File: src/rtl/midi_msg_parser_pkg.sv
// rtl/midi_msg_parser_pkg.sv - shared MIDI constants, parser state and status-decode types
package midi_msg_parser_pkg;

    localparam int MIDI_PAYLOAD_BITS = 8;

    localparam logic [3:0] NOTE_OFF   = 4'h8;
    localparam logic [3:0] NOTE_ON    = 4'h9;
    localparam logic [3:0] POLY_AT    = 4'hA;
    localparam logic [3:0] CONTROL    = 4'hB;
    localparam logic [3:0] PROGRAM    = 4'hC;
    localparam logic [3:0] CHAN_AT    = 4'hD;
    localparam logic [3:0] PITCH_BEND = 4'hE;
    localparam logic [3:0] SYSTEM     = 4'hF;

    localparam logic [7:0] SYSEX    = 8'hF0;
    localparam logic [7:0] MTC_QF   = 8'hF1;
    localparam logic [7:0] SONG_POS = 8'hF2;
    localparam logic [7:0] SONG_SEL = 8'hF3;
    localparam logic [7:0] EOX      = 8'hF7;
    localparam logic [7:0] RT_MIN   = 8'hF8;

    typedef enum logic [2:0] {
        ST_IDLE,
        ST_DATA1,
        ST_DATA2,
        ST_SKIP,
        ST_SYSEX
    } parseState_t;

    typedef struct packed {
        logic       isNote;
        logic [1:0] dataLen;
        logic       isSysex;
        logic       isRealtime;
        logic       clearsRunning;
    } statusInfo_t;

endpackage

File: src/rtl/midi_status_decode.sv
// rtl/midi_status_decode.sv - combinational classification of a MIDI status byte
module midi_status_decode
    import midi_msg_parser_pkg::*;
(
    input  logic [MIDI_PAYLOAD_BITS-1:0] statusByte,
    output statusInfo_t                  info
);

    always_comb begin
        info = '0;
        if (statusByte >= RT_MIN) begin
            info.isRealtime = 1'b1;
        end else if (statusByte[7:4] == SYSTEM) begin
            info.clearsRunning = 1'b1;
            case (statusByte)
                SYSEX:            info.isSysex = 1'b1;
                MTC_QF, SONG_SEL: info.dataLen = 2'd1;
                SONG_POS:         info.dataLen = 2'd2;
                EOX:              info.dataLen = 2'd0;
                default:          info.dataLen = 2'd0;
            endcase
        end else begin
            // data bytes (bit7 = 0) fall through to the all-zero default
            case (statusByte[7:4])
                NOTE_OFF, NOTE_ON: begin
                    info.isNote  = 1'b1;
                    info.dataLen = 2'd2;
                end
                POLY_AT, CONTROL, PITCH_BEND: info.dataLen = 2'd2;
                PROGRAM, CHAN_AT:             info.dataLen = 2'd1;
                default:                      info.dataLen = 2'd0;
            endcase
        end
    end

endmodule

File: src/rtl/midi_msg_parser.sv
// rtl/midi_msg_parser.sv - MIDI byte parser emitting Note On/Off events; MIDI_RUNNING_STATUS_EN enables running status
module midi_msg_parser
    import midi_msg_parser_pkg::*;
#(
    parameter logic [3:0] CHANNEL = 4'd0,
    parameter bit         OMNI    = 1'b0
) (
    input  logic                         clk_i,
    input  logic                         rst_i,
    input  logic                         byteValid_i,
    input  logic [MIDI_PAYLOAD_BITS-1:0] byte_i,
    output logic                         msgValid_o,
    output logic                         noteOn_o,
    output logic [6:0]                   note_o,
    output logic [6:0]                   velocity_o,
    output logic [3:0]                   channel_o
);

`ifdef MIDI_RUNNING_STATUS_EN
    localparam bit RUN_EN = 1'b1;
`else
    localparam bit RUN_EN = 1'b0;
`endif

    parseState_t state, stateNext;
    logic [3:0]  chan, chanNext;
    logic        noteOnStat, noteOnStatNext;
    logic [6:0]  key, keyNext;
    logic [1:0]  skipLeft, skipLeftNext;
    logic [1:0]  skipLen, skipLenNext;
    logic        runOk, runOkNext;
    logic        fire;
    statusInfo_t info;

    midi_status_decode u_decode (
        .statusByte (byte_i),
        .info       (info)
    );

    always_ff @(posedge clk_i or posedge rst_i) begin
        if (rst_i) begin
            state      <= ST_IDLE;
            chan       <= 4'd0;
            noteOnStat <= 1'b0;
            key        <= 7'd0;
            skipLeft   <= 2'd0;
            skipLen    <= 2'd0;
            runOk      <= 1'b0;
        end else begin
            state      <= stateNext;
            chan       <= chanNext;
            noteOnStat <= noteOnStatNext;
            key        <= keyNext;
            skipLeft   <= skipLeftNext;
            skipLen    <= skipLenNext;
            runOk      <= runOkNext;
        end
    end

    always_comb begin
        stateNext      = state;
        chanNext       = chan;
        noteOnStatNext = noteOnStat;
        keyNext        = key;
        skipLeftNext   = skipLeft;
        skipLenNext    = skipLen;
        runOkNext      = runOk;
        fire           = 1'b0;
        if (byteValid_i) begin
            if (byte_i[7]) begin
                // real-time bytes leave every piece of parse state untouched
                if (!info.isRealtime) begin
                    chanNext       = byte_i[3:0];
                    noteOnStatNext = (byte_i[7:4] == NOTE_ON);
                    runOkNext      = !info.clearsRunning;
                    skipLenNext    = info.dataLen;
                    skipLeftNext   = info.dataLen;
                    if (info.isNote)
                        stateNext = ST_DATA1;
                    else if (info.isSysex)
                        stateNext = ST_SYSEX;
                    else if (info.dataLen != 2'd0)
                        stateNext = ST_SKIP;
                    else
                        stateNext = ST_IDLE;
                end
            end else begin
                case (state)
                    ST_DATA1: begin
                        keyNext   = byte_i[6:0];
                        stateNext = ST_DATA2;
                    end
                    ST_DATA2: begin
                        fire      = OMNI || (chan == CHANNEL);
                        stateNext = RUN_EN ? ST_DATA1 : ST_IDLE;
                    end
                    ST_SKIP: begin
                        if (skipLeft == 2'd1) begin
                            skipLeftNext = skipLen;
                            stateNext    = (RUN_EN && runOk) ? ST_SKIP : ST_IDLE;
                        end else begin
                            skipLeftNext = skipLeft - 2'd1;
                        end
                    end
                    default: stateNext = state;
                endcase
            end
        end
    end

    always_ff @(posedge clk_i or posedge rst_i) begin
        if (rst_i) begin
            msgValid_o <= 1'b0;
            noteOn_o   <= 1'b0;
            note_o     <= 7'd0;
            velocity_o <= 7'd0;
            channel_o  <= 4'd0;
        end else begin
            msgValid_o <= fire;
            if (fire) begin
                // a Note On with velocity 0 is reported as Note Off
                noteOn_o   <= noteOnStat && (byte_i[6:0] != 7'd0);
                note_o     <= key;
                velocity_o <= byte_i[6:0];
                channel_o  <= chan;
            end
        end
    end

endmodule

File: config.mk
export PLATFORM = sky130hd
export DESIGN_NAME = midi_msg_parser
export DESIGN_NICKNAME = d
export VERILOG_FILES = /design/src/rtl/midi_msg_parser_pkg.sv /design/src/rtl/midi_status_decode.sv /design/src/rtl/midi_msg_parser.sv
export SDC_FILE = /design/constraint.sdc
export NUM_CORES = 1
export LEC_CHECK = 0
export CAP_MARGIN = 10
export CORE_UTILIZATION = 55
export DETAILED_ROUTE_END_ITERATION = 10
export GPL_TIMING_DRIVEN = 0
export PLACE_DENSITY = 0.83
export SETUP_SLACK_MARGIN = 0.15
export SYNTH_ARGS = -nofsm -noshare
export SYNTH_HDL_FRONTEND = slang
export SYNTH_SLANG_ARGS = --single-unit
File: constraint.sdc
create_clock -name clk_i -period 3.5 [get_ports clk_i]
set_input_delay 0.525 -clock clk_i [delete_from_list [all_inputs] [get_ports clk_i]]
set_output_delay 0.525 -clock clk_i [all_outputs]
set_load 0.02 [all_outputs]
Yosys cells after proc, flatten, opt, wreduce, memory -nomap -nowiden
Cells that the tools add are included.
{"block": "op_classes", "add_sub_neg": 1, "n_lt_le_gt_ge": 1, "n_eq_ne": 18, "muxes": 23, "bitwise_logic": 2, "n_reduce_logical": 14}
{"operator": "4-bit equality test, second input constant", "count": 8}
{"operator": "8-bit equality test, second input constant", "count": 4}
{"operator": "3-bit two-way mux", "count": 5}
{"operator": "2-bit two-way mux", "count": 6}
{"operator": "3-bit one-hot mux with 3 select lines", "count": 1}
{"operator": "3-bit AND reduction", "count": 3}
{"operator": "8-bit greater-or-equal comparator, second input constant", "count": 1}
{"operator": "1-bit two-way mux", "count": 8}
{"operator": "2-bit one-hot mux with 2 select lines", "count": 2}
{"operator": "7-bit nonzero test", "count": 1}
{"operator": "3-bit by 2-bit equality test with 1-bit output, second input constant", "count": 2}
{"operator": "2-bit OR reduction", "count": 3}
{"operator": "5-bit OR reduction", "count": 1}
{"operator": "4-bit logical NOT", "count": 1}
{"operator": "4-bit two-way mux", "count": 1}
{"operator": "4-bit AND reduction", "count": 1}
{"operator": "2-bit nonzero test", "count": 2}
{"operator": "4-bit nonzero test", "count": 1}
{"operator": "3-bit by 1-bit equality test with 1-bit output, second input constant", "count": 1}
{"operator": "3-bit inequality test, second input constant", "count": 1}
{"operator": "2-bit by 1-bit equality test with 1-bit output, second input constant", "count": 1}
{"operator": "2-bit inequality test, second input constant", "count": 1}
{"operator": "1-bit NOT", "count": 2}
{"operator": "2-bit by 1-bit subtractor with 2-bit output, second input constant", "count": 1}
{"operator": "1-bit logical AND", "count": 1}
{"block": "word_totals", "register_bits": 39, "out_inout_bits": 20}

Logic depth before layout (Yosys ltp)
Gate-level depths: netlist of run 1.
{"block": "logic_depth", "word_depth": 11, "mapped_depth": 6, "ltp_nobuf": 6}

Cells and area by module
A second synthesis of run 1 with hierarchy kept.
{"block": "unflattened", "cells_unflattened": 134, "area_unflattened_um2": 1786.7}
{"mod": "midi_msg_parser", "instances": 1, "cells_per_inst": 120, "area_per_inst_um2": 1700.4}
{"mod": "midi_status_decode", "instances": 1, "cells_per_inst": 14, "area_per_inst_um2": 86.3}

Worst setup path after synthesis of run 1
OpenSTA, ideal clock, no wires.
{"block": "synth_timing", "path_kind": "register to register", "start": "reg skipLeft[0]", "end": "reg state[2]", "setup_ps": 125, "arrival_time_ps": 1371, "path_slack_ps": 2005, "stages_incl_launch_ff": 6, "n_path_buf": 0, "path_cell_list": "dfrtp_1 -> ha_1 -> and3b_2 -> nor3_1 -> o21ai_1 -> mux2_2"}
{"block": "synth_via", "elab_chain_len": 3}
{"item": "start: declaration", "line": "midi_msg_parser.sv:29", "rtl": "logic [1:0] skipLeft, skipLeftNext;"}
{"item": "start signal: assignment", "line": "midi_msg_parser.sv:54", "rtl": "skipLeft <= skipLeftNext;"}
{"item": "2-bit by 1-bit equality test with 1-bit output", "line": "midi_msg_parser.sv:98", "rtl": "if (skipLeft == 2'd1) begin"}
{"item": "3-bit inequality test (no source line)"}
{"item": "4-bit AND reduction (no source line)"}
{"item": "end signal: assignment", "line": "midi_msg_parser.sv:50", "rtl": "state <= stateNext;"}
{"item": "end: declaration", "line": "midi_msg_parser.sv:25", "rtl": "parseState_t state, stateNext;"}
Every way passes these cells.
A chain may end at the register's enable or synchronous reset.

Worst setup path in the final report of run 1
{"block": "layout_timing", "start": "in byte_i[7]", "end": "reg chan[2]"}
{"block": "layout_via", "elab_chain_len": 4}
{"item": "start: declaration", "line": "midi_msg_parser.sv:11", "rtl": "input logic [MIDI_PAYLOAD_BITS-1:0] byte_i,"}
{"item": "8-bit greater-or-equal comparator", "line": "midi_status_decode.sv:11", "rtl": "if (statusByte >= RT_MIN) begin"}
{"item": "1-bit two-way mux", "line": "midi_status_decode.sv:11"}
{"item": "1-bit NOT (no source line)"}
{"item": "3-bit AND reduction (no source line) *"}
{"item": "end signal: assignment", "line": "midi_msg_parser.sv:51", "rtl": "chan <= chanNext;"}
{"item": "end: declaration", "line": "midi_msg_parser.sv:26", "rtl": "logic [3:0] chan, chanNext;"}
Mark *: on every way between the ends. The rest lies on a longest branch, timed or not.

==> impl_summary.md, run 1 <==
Outcome
The flow ran to the end, and the final reports show no timing, DRC or antenna violations.

Clock tree
The number of H-tree levels is 2. In this run, CTS created clock tree buffers numbering 5. At the later pin of the worst-skew pair, clock insertion delay measures between 0.3 and 0.4 ns. The register clock-pin slew on the reported worst setup and hold paths is 0.12 ns.

The clock tree buffer depth is 2. Post-CTS timing repair inserted 0 buffers for setup. The TritonCTS clock tree is yes. The number of resized instances in the post-cts repair step is 0. The hold-fix buffer count after cts is 0. The sink count of the clock tree is 39.

The root buffer selected by CTS is sky130_fd_sc_hd__clkbuf_4.

Floorplan
The die span in x is 58.1 um. The core region is 2880 um2. The vertical die dimension is slightly below 60 um. The number of rows created at floorplan is 19. The initial utilization of the core area, before any placement, comes to roughly 60%. The I/O pin count is 31. The floorplan die area is around 3400 um2.

Synthesis
The average size of a mapped cell is about 13 um2. Of the post-synthesis cell area, the dominant cell type holds between 50% and 60%. Synthesis produced a netlist whose cell count is 136.

Sequential elements use a little under three fifths of the synthesized area. In this run, synthesis produced a sequential element count of 39. By area the synthesized netlist is led by sky130_fd_sc_hd__dfrtp_1, sky130_fd_sc_hd__mux2_2, sky130_fd_sc_hd__nand2_1. By count the netlist is led by sky130_fd_sc_hd__dfrtp_1, sky130_fd_sc_hd__mux2_2, sky130_fd_sc_hd__nand2_1, sky130_fd_sc_hd__inv_1, sky130_fd_sc_hd__o21ai_0. The library cell occupying the most area in the post-synthesis netlist is sky130_fd_sc_hd__dfrtp_1. In the synthesized netlist the dominant register cell turns out to be sky130_fd_sc_hd__dfrtp_1.

The synthesized netlist occupies a cell area of about 1700 um2. Counting flops with an async set or reset pin after synthesis yields a share of 100%. The number of enable-type register cells in the synthesized netlist is 0. The number of nets in the synthesized netlist is 148. The number of warnings printed during yosys synthesis is 0. In the post-synthesis netlist, the cell with the most instances is sky130_fd_sc_hd__dfrtp_1. The distinct cell type count after synthesis is between 40 and 50.

Critical path
STA puts the critical path data arrival time at roughly 2.2 ns. The worst setup path is captured at a flop. Walking the worst path, the cells encountered are clkdlybuf4s50_1 > nand4_1 > o211ai_2 > buf_4 > mux2_2. STA classifies the critical path startpoint as a primary input. Among all stages on the critical path, the largest delay is contributed by sky130_fd_sc_hd__clkdlybuf4s50_1.

STA puts the critical path data required time at about 3.8 ns. The top fanout value on the critical path is 10. The maximum single-stage delay on the critical path is roughly 0.64 ns. The worst setup path is of the in2reg kind.

Routing
The antenna violation net count after detailed routing is 0. The first-iteration detailed-routing DRC count is 46. The post-detailed-route DRC marker count is 0.

Wire segments on met3 add up to ~210 um in the final route. The routed length on met2 is around 1600 um. The detailed-route wire length is approximately 3200 um. The highest metal layer carrying signal wires in the routed design is met4. In the final routing, the length of wire on met1 measures 1390 um.

In the routed layout, each cell is associated on average with a via count of around 5.5. The total vias in the final route is roughly 1200. The final routed wire length divided by cell count is approximately 15 um.

The first TritonRoute pass finished after 4 iterations.

Timing
The final clock period utilization by the worst path is around 55%. The number of slew-limit violations in the final report is 0. The measured slew at the worst slew-check pin is about 0.84 ns. The final total negative setup slack is 0 ns.

The time the final worst path needs with I/O delays and setup is about 1.9 ns. The final hold violation count came to 0. For the final database, setup skew stands at between 0.01 and 0.015 ns. Setup violations remaining at the end of the flow were counted as 0. Setup repair after global routing left no endpoint under its margin. The relative max-transition margin is around 44%. The worst-case hold slack is a little under 0.5 ns. The maximum clock frequency is roughly 520 MHz.

Global route
The via count of the first global-routing pass is ~1200. The first-pass GRT wire length is roughly 5500 um. Entering global routing, the biggest net connects 21 pins. The overall fraction of global-route tracks in use is roughly 22%. The global-route congestion overflow total is 0. The number of antenna violations at the first check in global routing was 0.

Final layout
The area growth from synthesis to final layout is 27.0%. The utilization of the core after routing is about 76%. The layout has between 150 and 200 filler cells. The repair_antennas step left the layout with diodes totalling 0. The final standard cell count with taps included and fillers excluded is approximately 220.

Summing all multi-input logic gate instances after layout gives roughly 700 um2. Registers take roughly 980 um2. The number of nets in the layout is around 190.

Cells with a size suffix above 1 make up around 25% of the layout.

Worst hold path
The worst hold path belongs to the class reg2reg.

Power and ir drop
In this run the static leakage power is approximately 1 nW. VDD sags by at most between 0.4 and 0.5 mV. Dividing total power by cell area gives a power density of around 620 nW/um2.

Placed design
After detailed placement, the design holds a cell count of 209. The post-DP HPWL is 2440 um. During placement, the flow inserted port buffers numbering 30.

Routability-driven placement finished with a final weighted congestion of 0.874.

Flow run
Across the run, the number of max-cap violations was 0.
## through the flow
stage | setup WS (ns) | cell area [um2] | power [mW]
2_1_floorplan | 2.00 | 1730 | 0.888
3_3_place_gp | 1.22 | 2080 | 1.04
3_5_place_dp | 1.20 | 2110 | 1.07
4_1_cts | 1.58 | 2200 | 1.38
5_1_grt | 1.52 | 2200 | 1.44
6_report | 1.58 | 2200 | 1.37
## placed cells by master, fill, tap and decap left out, drive strengths merged, types with 2 or more instances in the layout
cell type	n
or2b	2
clkdlybuf4s50	30
o21ai	6
nor2	4
nand2b	3
nor4b	2
a21boi	2
and2	4
o31ai	2
mux2i	2
inv	6
nor3	4
clkbuf	7
dfrtp	39
mux2	23
nand3	2
nand2	11
a21oi	3
buf	4
## flip-flops by register name (all words and copies together) (netlist names)
register    flops
velocity_o      7
skipLeft        2
channel_o       4
key             7
noteOn_o        1
noteOnStat      1
note_o          7
state           3
skipLen         2
msgValid_o      1
chan            4
## critical path: cells and delay by family
family,cells,cell delay [ns]
AO/OA/AOI/OAI,1,0.23
buffers and inverters,2,0.84
multiplexers,1,0.34
AND/OR/NAND/NOR,1,0.23
## final timing paths
kind / end / from / slack (ns) / depth (start not counted)
max in group asynchronous: key[4] / rst_i / 2.27 / 3
max reg2reg: key[4] / state[2] / 1.78 / 3
max: chan[2] / byte_i[7] / 1.58 / 5
min: velocity_o[3] / velocity_o[3] / 0.50 / 2
min in group asynchronous: note_o[6] / rst_i / 0.64 / 2
min reg2reg: velocity_o[3] / velocity_o[3] / 0.50 / 2
## final cells by class
class	instances	area share, %
buffer	4	1.54
clock buffer	6	2.33
clock inverter	2	1.59
inverter	6	1.02
multi-input combinational	87	31.8
sequential	39	44.4
tap	42	2.39
timing repair buffer	31	14.9
## per-layer routing
| metal | track usage (%) | vias up |
|---|---|---|
| met4 | 8.16 | 0 |
| met1 | 27.8 | 578 |
| met2 | 35.5 | 42 |
| met5 | 0 | - |
| li1 | - | 557 |
| met3 | 7.14 | 6 |
## report_power, final
group | switching [mW] | internal [mW]
logic | 0.193 | 0.227
registers | 0.0652 | 0.571
clock network | 0.143 | 0.169
total | 0.401 | 0.967
## cell families (layout without fill, tap and decap cells)
kind of cell / Yosys count / after routing / synth area share, %
AND/OR/NAND/NOR: 40 / 40 / 14.7
flip-flops: 39 / 39 / 56.4
multiplexers: 25 / 25 / 16.1
AO/OA/AOI/OAI: 21 / 21 / 8.89
buffers and inverters: 10 / 49 / 3.25
adder cells (fa/ha/maj): 1 / 1 / 0.722
(Power assumes the default switching activity.)
==> run 2, diff against run 1 <==
- CORE_UTILIZATION: 55 -> 51
- PLACE_DENSITY: 0.83 -> 0.78
- clock period: 3.5 -> 1.8 ns (I/O delays scaled with it)
==> impl_summary.md, run 2 (synthesized netlist as in run 1, its figures left out) <==
Outcome
The run finished with clean final reports.

Critical path
The critical path goes through clkdlybuf4s50_1 > nand4_1 > o211ai_2 > buf_4 > mux2_2. The worst flop-to-flop path startpoint is skipLeft[0]. The data arrival time of the critical path is 1.86 ns. The top fanout value on the critical path is 10. The number of cells on the worst reg-to-reg path is 5. The maximum single-stage delay on the critical path is about 0.60 ns.

In this run the worst setup path begins at byte_i[4]. On the critical path, the stage with the largest delay is an instance of sky130_fd_sc_hd__clkdlybuf4s50_1. The startpoint-to-endpoint class of the critical path is in2reg. At the worst endpoint, the required time is about 2 ns.

The category of the worst setup path launch point is a primary input. The worst setup path is captured at a flop.

Power and ir drop
The overall power of the completed layout is 2.64 mW. Dividing total power by cell area gives a power density of approximately 1200 nW/um2. The leakage power is between 1 and 1.5 nW. The maximum vdd ir drop is roughly 0.75 mV.

Clock tree
TritonCTS built the clock tree. The sink count of the clock tree is 39. The clock tree buffer depth is 2. At the later pin of the worst-skew pair, clock insertion delay measures around 0.34 ns. The H-tree generated during clock tree synthesis spans 2 levels.

The root buffer selected by CTS is sky130_fd_sc_hd__clkbuf_4. The register clock-pin slew on the reported worst setup and hold paths is approximately 0.11 ns. TritonCTS created 5 clock buffers.

Timing
The number of slew-limit violations in the final report was 0. Setup total negative slack on the finished layout was measured at 0 ns. The time the final worst path needs with I/O delays and setup is approximately 1.6 ns. Across all hold checks on the routed design, the worst slack comes to ~0.40 ns.

The final-report setup violation count is 0. Across the routed clock network, the largest skew measured is 0.00315 ns. For the pin with the worst max-slew slack, the measured transition is between 0.8 and 0.9 ns. Setup repair after global routing left no endpoint under its margin.

The setup slack after layout is approximately 0.18 ns. The final hold violation count is 0. For this run, the top clock speed supported by timing is 617 MHz. The relative max-transition margin is a little over two fifths. Of the available clock period, the critical path in the final layout requires between 80% and 90%.

Floorplan
The initial cell density of the core is ~55%. 31 I/O pins were placed. The number of rows created at floorplan is 20.

The floorplan die area is 3630 um2. The region available for standard cell placement spans around 3100 um2. From bottom edge to top edge, the die measures 60.3 um. The die span in x is 60.3 um.

Placed design
Input and output buffers added on the ports amount to 30. Routability-driven placement finished with a final weighted congestion of approximately 0.91. Once detailed placement completed, the half-perimeter wirelength came to between 2000 and 2500 um. The worst setup timing slack at the placement stage is -0.224 ns.

The placed instances occupy a cell area of approximately 2100 um2.

Routing
In this run, the number of DRC markers left after iteration 0 of detailed routing was 59. The post-detailed-route DRC marker count is 0. The pre-antenna-repair detailed-routing pass consisted of 4 iterations. The detail-routed via count per cell is between 5 and 6. The final routed wire length divided by cell count is 15.2 um. The antenna violation net count after detailed routing is 0. The detailed-route wire length is ~3400 um. The total vias in the final route is 1195.

Global route
The global routing usage on met1 is between 20% and 30%. The largest net degree at the start of global routing is 22. The met2 track demand over resource is 34.9%. The via count of the first global-routing pass was 1267.

The fraction of met3 tracks used by global routing is 7.36%. For this run, the total global-route usage over all layers was measured as between 20% and 30%. The first-pass GRT wire length is just under 6000 um. The global-route congestion overflow total is 0.

The layer flagged by global routing as most heavily used is met2. The number of antenna violations at the first check in global routing is 0.

Final layout
In the layout the commonest cells are sky130_fd_sc_hd__dfrtp_1, sky130_fd_sc_hd__clkdlybuf4s50_1, sky130_fd_sc_hd__mux2_2. The largest registers in the layout are key x7, note_o x7, velocity_o x7. The commonest non-fill, non-tap cell in the layout is sky130_fd_sc_hd__dfrtp_1. The number of nets in the layout is 189. 0 antenna diodes ended up in the layout. The cell area after layout is roughly 2200 um2. The area growth from synthesis to final layout is 28.3%.

The fraction of final layout cells with drive strength greater than 1 is 26.0%.

Worst hold path
The tightest min-delay check is of the in2async type.

Flow run
The max capacitance violation total is 0.
run 2: path summary, 6_finish.rpt:
check | to | slack (ns)
worst max-delay path | chan[0] | 0.18
worst min-delay path | note_o[5] | 0.40
worst max register to register | state[2] | 0.24
worst min register to register | noteOnStat | 0.49
max in group asynchronous | skipLeft[1] | 0.82
min in group clk_i | noteOnStat | 0.49
run 2: timing repair:
item | in CTS | in global routing
pin swaps | 1 | 1
resized for setup | 1 | 3
hold endpoints to repair | 0 | 0
hold buffers | 0 | 0
buffers inserted | 1 | 2
endpoints found under the setup margin | 9 | 4
run 2: worst max-delay path, delay by kind of cell:
kind	cells	cell delay, ns
buf+inv	2	0.80
mux	1	0.34
simple gates	1	0.23
compound gates	1	0.22
run 2: power breakdown:
group          total (mW)  switching (mW)  internal (mW)
Combinational       0.843           0.386          0.457
Clock               0.554           0.267          0.286
Sequential           1.25           0.136           1.11
Total                2.64           0.790           1.85
run 2: layer usage:
layer,up-vias,share of wire (%),wire length (um)
li1,571,-,-
met1,582,45,1490
met2,35,48,1620
met3,7,5.3,176
met4,0,1.8,59
met5,-,0,0
run 2: final cells by class:
| class | count | area, um2 |
|---|---|---|
| flip-flops and latches | 39 | 976 |
| fillers | 228 | 906 |
| multi-input cells | 87 | 712 |
| repair buffers | 34 | 352 |
| well taps | 44 | 55.1 |
| clock buffers | 6 | 41.3 |
| plain buffers | 4 | 33.8 |
| clock inverters | 1 | 30.0 |
| inverters | 6 | 22.5 |
run 2: per-stage QoR:
step / cells / util, %
floorplan: 136 / -
global placement: 210 / 66.7
detailed placement: 211 / 67.6
CTS: 219 / 70.1
global route: 221 / 71.0
finish: 221 / 71.0
